--- src/rtl/fetch_decode_reg.sv ---
// rtl/fetch_decode_reg.sv - fetch-to-decode pipeline register with 1-entry skid buffer and flush kill window
//
// Optional feature macro: FETCH_PERF_CNT_EN (adds flush_cnt / drop_cnt outputs).
//
// Ports:
//   clk, rst_n        core clock, asynchronous active-low reset
//   pc_f, inst_f      fetched PC / instruction
//   inst_valid_f      fetch beat valid
//   inst_ready_f      stage can accept a beat (depends only on the skid-full state)
//   stall_d           downstream stall, holds the f2d register
//   flush             kill all held and in-flight instructions
//   pc_f2d, inst_f2d  registered PC / instruction (NOP_INST when invalid)
//   valid_f2d         registered slot holds a real instruction
//   flush_cnt         (FETCH_PERF_CNT_EN) number of flush cycles
//   drop_cnt          (FETCH_PERF_CNT_EN) number of beats dropped by flush/kill
module fetch_decode_reg #(
    parameter int               WIDTH      = 32,
    parameter int               KILL_DEPTH = 1,
    parameter logic [WIDTH-1:0] NOP_INST   = WIDTH'(32'h00000013)
) (
    input  logic             clk,
    input  logic             rst_n,
    input  logic [WIDTH-1:0] pc_f,
    input  logic [WIDTH-1:0] inst_f,
    input  logic             inst_valid_f,
    output logic             inst_ready_f,
    input  logic             stall_d,
    input  logic             flush,
    output logic [WIDTH-1:0] pc_f2d,
    output logic [WIDTH-1:0] inst_f2d,
    output logic             valid_f2d
`ifdef FETCH_PERF_CNT_EN
    ,
    output logic [31:0]      flush_cnt,
    output logic [31:0]      drop_cnt
`endif
);

    localparam int CW = (KILL_DEPTH < 2) ? 1 : $clog2(KILL_DEPTH + 1);

    typedef enum logic {
        ST_RUN  = 1'b0,
        ST_KILL = 1'b1
    } state_t;

    state_t           state_q, state_d;
    logic [CW-1:0]    kill_cnt_q, kill_cnt_d;
    logic             skid_full_q, skid_full_d;
    logic [WIDTH-1:0] skid_pc_q, skid_pc_d;
    logic [WIDTH-1:0] skid_inst_q, skid_inst_d;
    logic             valid_q, valid_d;
    logic [WIDTH-1:0] pc_q, pc_d;
    logic [WIDTH-1:0] inst_q, inst_d;
    logic             accept;

    // The skid is only ever filled in RUN, so in KILL this is always 1.
    assign inst_ready_f = !skid_full_q;
    assign accept       = inst_valid_f && inst_ready_f;

    always_comb begin
        state_d     = state_q;
        kill_cnt_d  = kill_cnt_q;
        skid_full_d = skid_full_q;
        skid_pc_d   = skid_pc_q;
        skid_inst_d = skid_inst_q;
        valid_d     = valid_q;
        pc_d        = pc_q;
        inst_d      = inst_q;

        if (flush) begin
            valid_d     = 1'b0;
            inst_d      = NOP_INST;
            skid_full_d = 1'b0;
            if (KILL_DEPTH > 0) begin
                state_d    = ST_KILL;
                kill_cnt_d = CW'(KILL_DEPTH);
            end else begin
                state_d = ST_RUN;
            end
        end else if (state_q == ST_KILL) begin
            // Output already holds NOP/invalid since the flush; just count drops.
            if (accept) begin
                kill_cnt_d = kill_cnt_q - CW'(1);
                if (kill_cnt_q == CW'(1)) begin
                    state_d = ST_RUN;
                end
            end
        end else if (stall_d) begin
            if (accept) begin
                skid_full_d = 1'b1;
                skid_pc_d   = pc_f;
                skid_inst_d = inst_f;
            end
        end else if (skid_full_q) begin
            // Skid entry is older than any new beat, so it drains first.
            valid_d     = 1'b1;
            pc_d        = skid_pc_q;
            inst_d      = skid_inst_q;
            skid_full_d = accept;
            if (accept) begin
                skid_pc_d   = pc_f;
                skid_inst_d = inst_f;
            end
        end else if (accept) begin
            valid_d = 1'b1;
            pc_d    = pc_f;
            inst_d  = inst_f;
        end else begin
            valid_d = 1'b0;
            inst_d  = NOP_INST;
        end
    end

    always_ff @(posedge clk or negedge rst_n) begin
        if (!rst_n) begin
            state_q     <= ST_RUN;
            kill_cnt_q  <= '0;
            skid_full_q <= 1'b0;
            skid_pc_q   <= '0;
            skid_inst_q <= '0;
            valid_q     <= 1'b0;
            pc_q        <= '0;
            inst_q      <= NOP_INST;
        end else begin
            state_q     <= state_d;
            kill_cnt_q  <= kill_cnt_d;
            skid_full_q <= skid_full_d;
            skid_pc_q   <= skid_pc_d;
            skid_inst_q <= skid_inst_d;
            valid_q     <= valid_d;
            pc_q        <= pc_d;
            inst_q      <= inst_d;
        end
    end

    assign pc_f2d    = pc_q;
    assign inst_f2d  = inst_q;
    assign valid_f2d = valid_q;

`ifdef FETCH_PERF_CNT_EN
    logic [31:0] flush_cnt_q, flush_cnt_d;
    logic [31:0] drop_cnt_q, drop_cnt_d;

    always_comb begin
        flush_cnt_d = flush_cnt_q;
        drop_cnt_d  = drop_cnt_q;
        if (flush) begin
            flush_cnt_d = flush_cnt_q + 32'd1;
        end
        // A beat accepted in a flush cycle or during KILL never reaches the output.
        if (accept && (flush || state_q == ST_KILL)) begin
            drop_cnt_d = drop_cnt_q + 32'd1;
        end
    end

    always_ff @(posedge clk or negedge rst_n) begin
        if (!rst_n) begin
            flush_cnt_q <= '0;
            drop_cnt_q  <= '0;
        end else begin
            flush_cnt_q <= flush_cnt_d;
            drop_cnt_q  <= drop_cnt_d;
        end
    end

    assign flush_cnt = flush_cnt_q;
    assign drop_cnt  = drop_cnt_q;
`endif

endmodule

--- config.mk ---
export PLATFORM = sky130hd
export DESIGN_NAME = fetch_decode_reg
export DESIGN_NICKNAME = d
export VERILOG_FILES = /design/src/rtl/fetch_decode_reg.sv
export SDC_FILE = /design/constraint.sdc
export NUM_CORES = 1
export LEC_CHECK = 0
export ABC_AREA = 1
export CAP_MARGIN = 20
export CORE_UTILIZATION = 55
export DETAILED_ROUTE_END_ITERATION = 10
export PLACE_DENSITY = 0.9
export SYNTH_ARGS = -nofsm -noshare
export SYNTH_HDL_FRONTEND = slang
export SYNTH_SLANG_ARGS = --single-unit
--- constraint.sdc ---
create_clock -name clk -period 4.45 [get_ports clk]
set_clock_uncertainty 0.2 [all_clocks]
set_input_delay 0.445 -clock clk [delete_from_list [all_inputs] [get_ports clk]]
set_output_delay 0.445 -clock clk [all_outputs]
set_load 0.01 [all_outputs]
==> reports/results.tsv, run 1 <==
stage	metric	value	unit
clock_network	htree depth	4	
synthesis	share of the synthesized area in the top cell type	52.7	%
status	outcome	completed	
sta	number of setup violations in the final report	0	
clock_network	number of clock sinks	132	
sta	worst slew margin relative to its limit	35.3	%
clock_network	Skew-Pair Late Insertion Delay	0.51	ns
route	via density per instance	5.57	
sta	total count of hold-check failures in the final report	0	
die	Die Area	0.0116	mm²
run	Maximum Capacitance Violations	0	
synthesis	most common cell in the synthesized netlist	sky130_fd_sc_hd__nand2_1	
route	via total after detailed routing	5877	
global_routing	total grt overflow	0	
sta	timing-limited maximum frequency	338	MHz
global_routing	number of antenna violations at the first check in global routing	0	
setup_path	worst path arrival time	2.31	ns
synthesis	summed instance area of the synthesized netlist	0.00612	mm²
route	Remaining DRCs	0	
setup_path	required time of the critical path	3.81	ns
finish	area delta synth->final	31.7	%
synthesis	Syn Area/Cell	7.68	µm²
power	power per standard cell area	480	mW/mm²
setup_path	Max Fanout on Critical Path	28	
sta	clock period minus worst slack	2.96	ns
setup_path	Cell Chain, Critical Path	inv_2 > clkdlybuf4s50_1	
synthesis	ranking of synthesized cells by instance count	sky130_fd_sc_hd__nand2_1 (449), sky130_fd_sc_hd__dfrtp_1 (129), sky130_fd_sc_hd__nand3_1 (68), sky130_fd_sc_hd__nand4_1 (64), sky130_fd_sc_hd__buf_2 (31)	
setup_path	Slowest Stage Delay on Critical Path	0.65	ns
route	length of the first detailed-routing pass in iterations	5	
synthesis	count of synthesis-stage warnings from yosys	0	
sta	unrepaired setup endpoints after global routing	false	
synthesis	asr flop ratio synth	100	%
power	proportion of power drawn by the clock network	37.1	%
die	die boundary height	108	µm
power	Int Power	2.77	mW
setup_path	cell family with most CP delay	buffers and inverters	
die	Row Count	38	
finish	fraction of final layout cells with drive strength greater than 1	5.79	%
place	count of port buffers added during placement	134	
synthesis	number of distinct library cell variants in the gate-level netlist after synthesis	18	
setup_path	WS Path Type	register to primary output	
sta	Total Negative Setup Slacks	0	ns
global_routing	vias in the first global route	5523	
route	wirelength, routed	16500	µm
power	power share of the sequential group	42.6	%
synthesis	Synth area leaders	sky130_fd_sc_hd__dfrtp_1 (53%), sky130_fd_sc_hd__nand2_1 (28%), sky130_fd_sc_hd__nand4_1 (6.5%)	
power	power spent charging and discharging nets	1.11	mW
power	worst vdd rail ir drop	0.246	mV
finish	Nets	971	
sta	final count of pins violating max slew	0	
global_routing	pin count of the biggest net entering global routing	110	
die	initial standard-cell utilization of the core	56.5	%
power	static leakage	4.22	nW
setup_path	buffers and inverters on the worst path	2	
clock_network	CTS root buffer	sky130_fd_sc_hd__clkbuf_8	
synthesis	number of instances in the synthesized netlist	797	
setup_path	crit path max-delay cell type	sky130_fd_sc_hd__clkdlybuf4s50_1	
global_routing	first-pass GRT wire length	26600	µm
synthesis	most frequently used flop master after synthesis	sky130_fd_sc_hd__dfrtp_1	
setup_path	Worst Setup End Kind	primary output	
sta	measured slew at the worst slew-check pin	0.969	ns
die	Ports	135	
die	core box area	0.0108	mm²
synthesis	sequential area share after synthesis	54.0	%
clock_network	cts repair resizes	0	
route	Routed WL per cell	15.6	µm
place	Detailed Place HPWL	9470	µm
synthesis	post-synthesis net count	866	
power	switching portion of total power	28.6	%
clock_network	TritonCTS clock tree	done	
synthesis	total of flip-flops plus latches after synthesis	132	
finish	fin util	74.4	%
setup_path	Critical Path Source Type	register	
route	post-detailed-route count of antenna-violating nets	0	
synthesis	Post-synth EDFFs	0	
finish	number of inserted diodes	0	
clock_network	maximum buffer depth of the clock tree	2	
clock_network	clock-pin slew reported for the worst setup and hold paths after clock tree synthesis	0.06	ns
sta	period utilization	66.5	%
clock_network	TritonCTS Buffers	17	
place	weighted congestion reported at the end of routability-driven placement	0.788	
route	number of DRC markers in iteration 0	439	
synthesis	cell taking the most area after synthesis	sky130_fd_sc_hd__dfrtp_1	
global_routing	global-route usage over all layers	29.7	%
power	combinational share of power	20.2	%
min_path	HP Class	register to register	
die	horizontal extent of the die	108	µm
power by group through the flow:
stage / logic (mW) / clock network, mW / registers (mW)
floorplan: 0.348 / 0 / 1.67
global placement: 0.743 / 0 / 1.65
detailed placement: 0.775 / 0 / 1.65
CTS: 0.787 / 1.45 / 1.65
global route: 0.868 / 1.51 / 1.68
finish: 0.784 / 1.44 / 1.65
layer usage:
layer | part of all wire [%] | vias up | global-route usage [%]
li1 | - | 2765 | -
met1 | 41 | 2748 | 39.7
met2 | 48 | 316 | 46.7
met3 | 7.5 | 48 | 6.54
met4 | 3.1 | 0 | 13.2
met5 | 0 | - | 0
path summary, 6_finish.rpt:
path | from | end | slack, ns | cells past startpoint
worst max-delay path | skid_full_q | inst_ready_f | 1.49 | 2
worst min-delay path | skid_pc_q[1] | skid_pc_q[1] | 0.27 | 2
worst min register to register | skid_pc_q[1] | skid_pc_q[1] | 0.27 | 2
max in group asynchronous | rst_n | skid_inst_q[26] | 2.73 | 3
worst max register to register | skid_full_q | pc_f2d[0] | 1.81 | 6
min in group asynchronous | rst_n | inst_f2d[5] | 0.42 | 2
kinds of logic after synthesis:
kind of cell	Yosys count	synth area share [%]
buf+inv	73	5.29
simple gates	587	40.3
compound gates	5	0.429
flops	132	54.0
worst min-delay path: stages, from the launching register on:
cell and delay [ns]:
sky130_fd_sc_hd__dfrtp_1 0.34, sky130_fd_sc_hd__nand2_1 0.05, sky130_fd_sc_hd__nand2_1 0.05
area by class of cell:
cell class              instances  area [µm²]
clock buffers                  19         422
fillers                       756        2770
clock inverters                13         183
multi-input cells             592        2500
repair buffers                146        1430
inverters                      13        48.8
well taps                     140         175
flip-flops and latches        132        3310
per-stage QoR:
step           power [mW]  std cells  hold slack [ns]  cell area, µm²  worst slack [ns]
2_1_floorplan        2.02        797          -0.0506            6120              2.97
3_3_place_gp         2.40       1022            0.254            7450              1.48
3_5_place_dp         2.43       1022            0.258            7450              1.42
4_1_cts              3.88       1055            0.273            8070              1.50
5_1_grt              4.06       1055            0.285            8070              1.43
6_report             3.87       1055            0.272            8070              1.49
placed cells by master, fill, tap and decap left out, types with 3 or more instances in the layout:
master and instances:
sky130_fd_sc_hd__inv_1 11, sky130_fd_sc_hd__dfrtp_1 128, sky130_fd_sc_hd__nand4_1 64, sky130_fd_sc_hd__nand2_1 449, sky130_fd_sc_hd__clkbuf_16 16, sky130_fd_sc_hd__clkdlybuf4s50_1 132, sky130_fd_sc_hd__bufinv_16 4, sky130_fd_sc_hd__buf_4 11
sky130_fd_sc_hd__dfstp_2 3, sky130_fd_sc_hd__clkinv_2 4, sky130_fd_sc_hd__nand3_1 67
repair_timing:
| item | CTS | global route |
|---|---|---|
| hold endpoints to repair | 105 | 0 |
| buffers inserted | 0 | 0 |
| hold buffers | 1 | 0 |
flip-flops by register name (all words and copies together), names as in the netlist:
signal,flops
kill_cnt_q,1
valid_f2d,1
pc_f2d,32
state_q,1
skid_inst_q,32
skid_pc_q,32
inst_f2d,32
skid_full_q,1
(Power assumes the default switching activity.)
==> run 2, diff against run 1 <==
CORE_UTILIZATION = 46   (was 55)
PLACE_DENSITY = 0.81   (was 0.9)
clock period = 2.5 ns   (was 4.45 ns; I/O delays follow)
==> reports/results.tsv, run 2 (same netlist as run 1, synthesis figures left out) <==
stage	metric	value	unit	change
status	outcome	completed		unchanged
finish	top library cells by usage in the layout, fill and taps aside	sky130_fd_sc_hd__nand2_1 (449), sky130_fd_sc_hd__clkdlybuf4s50_1 (132), sky130_fd_sc_hd__dfrtp_1 (128)		unchanged
setup_path	worst path arrival time	1.70	ns	was 2.31 ns
finish	Nets	980		was 971
route	length of the first detailed-routing pass in iterations	7		was 5
power	proportion of power drawn by the clock network	35.6	%	was 37.1%
finish	area delta synth->final	33.3	%	was 31.7%
clock_network	cts repair resizes	0		unchanged
sta	number of setup violations in the final report	0		unchanged
route	wirelength, routed	16000	µm	was 16,500 µm
finish	number of inserted diodes	0		unchanged
power	Int Power	4.83	mW	was 2.77 mW
route	post-detailed-route count of antenna-violating nets	0		unchanged
sta	clock period minus worst slack	2.15	ns	
global_routing	vias in the first global route	5515		was 5,523
setup_path	Max Fanout on Critical Path	18		was 28
global_routing	number of antenna violations at the first check in global routing	0		unchanged
finish	commonest non-fill, non-tap cell in the layout	sky130_fd_sc_hd__nand2_1		unchanged
sta	measured slew at the worst slew-check pin	0.997	ns	was 0.969 ns
clock_network	htree depth	4		unchanged
global_routing	global-route usage over all layers	24.9	%	was 29.7%
finish	fraction of final layout cells with drive strength greater than 1	6.29	%	was 5.79%
die	Die Area	0.0138	mm²	was 0.0116 mm²
die	Row Count	41		was 38
clock_network	Skew-Pair Late Insertion Delay	0.42	ns	was 0.51 ns
power	power share of the sequential group	43.6	%	was 42.6%
clock_network	TritonCTS clock tree	done		unchanged
setup_path	WS Path Type	register to primary output		unchanged
route	number of DRC markers in iteration 0	456		was 439
sta	worst slew margin relative to its limit	33.5	%	was 35.3%
route	via total after detailed routing	5712		was 5,877
place	weighted congestion reported at the end of routability-driven placement	0.782		was 0.788
place	Detailed Place HPWL	9830	µm	was 9470 µm
die	Ports	135		unchanged
die	horizontal extent of the die	117	µm	was 108 µm
setup_path	required time of the critical path	2.05	ns	was 3.81 ns
finish	number of inserted filler cells in the final layout	1078		was 756
clock_network	clock-pin slew reported for the worst setup and hold paths after clock tree synthesis	0.05	ns	was 0.06 ns
route	Routed WL per cell	14.7	µm	was 15.6 µm
place	count of port buffers added during placement	134		unchanged
clock_network	TritonCTS Buffers	17		unchanged
power	worst vdd rail ir drop	0.533	mV	was 0.246 mV
sta	final count of pins violating max slew	0		unchanged
run	Maximum Capacitance Violations	0		unchanged
clock_network	maximum buffer depth of the clock tree	2		unchanged
setup_path	Worst Setup End Kind	primary output		unchanged
sta	Total Negative Setup Slacks	0	ns	unchanged
sta	unrepaired setup endpoints after global routing	false		unchanged
power	switching portion of total power	27.8	%	was 28.6%
min_path	HP Class	primary input to asynchronous set/reset pin		was register to register
die	initial standard-cell utilization of the core	47.8	%	was 56.5%
power	combinational share of power	20.8	%	was 20.2%
global_routing	total grt overflow	0		unchanged
sta	timing-limited maximum frequency	465	MHz	
clock_network	CTS root buffer	sky130_fd_sc_hd__clkbuf_16		was sky130_fd_sc_hd__clkbuf_8
sta	total count of hold-check failures in the final report	0		unchanged
global_routing	first-pass GRT wire length	27200	µm	was 26,600 µm
power	static leakage	4.25	nW	was 4.22 nW
route	via density per instance	5.22		was 5.57
power	power per standard cell area	819	mW/mm²	was 480 mW/mm²
route	Remaining DRCs	0		unchanged
global_routing	pin count of the biggest net entering global routing	58		was 110
clock_network	number of clock sinks	132		unchanged
sta	period utilization	86.1	%	
power	power spent charging and discharging nets	1.86	mW	was 1.11 mW
power	overall power	6.68	mW	was 3.87 mW
setup_path	Critical Path Source Type	register		unchanged
die	die boundary height	117	µm	was 108 µm
die	core box area	0.0128	mm²	was 0.0108 mm²
run 2: changes by cell type in the layout (fill, tap and decap cells not counted), sizes merged:
| cell | change |
|---|---|
| bufinv | -3 |
| buf | +8 |
| clkinvlp | -1 |
| clkinv | -3 |
| inv | -2 |
| clkbuf | +7 |
| dlygate4sd3 | +1 |
run 2: timing repair:
item | 4_1_cts | 5_1_grt
hold buffers | 2 | 0
setup buffers | 0 | 0
hold endpoints to repair | 57 | 0
run 2: metal layers:
layer | track usage (%) | vias up | routed length [µm]
li1 | - | 2779 | -
met1 | 32.8 | 2702 | 7170
met2 | 39.2 | 199 | 7570
met5 | 0 | - | 0
met3 | 5.79 | 32 | 928
met4 | 11.2 | 0 | 370
run 2: area by class of cell:
| type | instances | area, µm² | area share [%] |
|---|---|---|---|
| Sequential cell | 132 | 3310 | 40.5 |
| Multi-Input combinational cell | 592 | 2500 | 30.6 |
| Timing Repair Buffer | 155 | 1530 | 18.7 |
| Clock buffer | 26 | 519 | 6.36 |
| Tap cell | 172 | 215 | 2.64 |
| Inverter | 13 | 48.8 | 0.598 |
| Clock inverter | 4 | 45.0 | 0.552 |
run 2: worst max-delay path: stages (launching register included):
cell,delay (ns)
sky130_fd_sc_hd__dfrtp_2,0.41
sky130_fd_sc_hd__inv_2,0.26
sky130_fd_sc_hd__clkdlybuf4s50_1,0.60
run 2: final timing paths:
| path | start | slack [ns] | depth (start not counted) | end |
|---|---|---|---|---|
| max reg2reg | state_q | 0.57 | 6 | inst_f2d[2] |
| max in group asynchronous | rst_n | 1.27 | 3 | skid_inst_q[22] |
| min | rst_n | 0.15 | 2 | inst_f2d[9] |
| max | skid_full_q | 0.35 | 2 | inst_ready_f |
| min reg2reg | skid_inst_q[15] | 0.27 | 2 | skid_inst_q[15] |
| min in group clk | inst_f[5] | 0.23 | 3 | skid_inst_q[5] |
run 2: metrics by stage:
stage / setup WS [ns] / util, % / hold WS, ns / instances / area (µm²)
after CTS: 0.330 / 63.6 / 0.169 / 1094 / 8160
after global placement: 0.365 / 59.1 / 0.0388 / 1062 / 7580
after detailed placement: 0.247 / 59.1 / 0.0385 / 1062 / 7580
final: 0.348 / 63.6 / 0.152 / 1094 / 8160
after floorplan: 1.07 / - / -0.246 / 797 / 6120
after global routing: 0.282 / 63.6 / 0.219 / 1094 / 8160
run 2: power groups by stage:
stage                     logic, mW  registers (mW)  clock network [mW]
after floorplan               0.619            2.98                   0
after global placement         1.36            2.93                   0
after detailed placement       1.39            2.93                   0
after CTS                      1.41            2.91                2.40
after global routing           1.55            2.98                2.48
final                          1.39            2.91                2.38
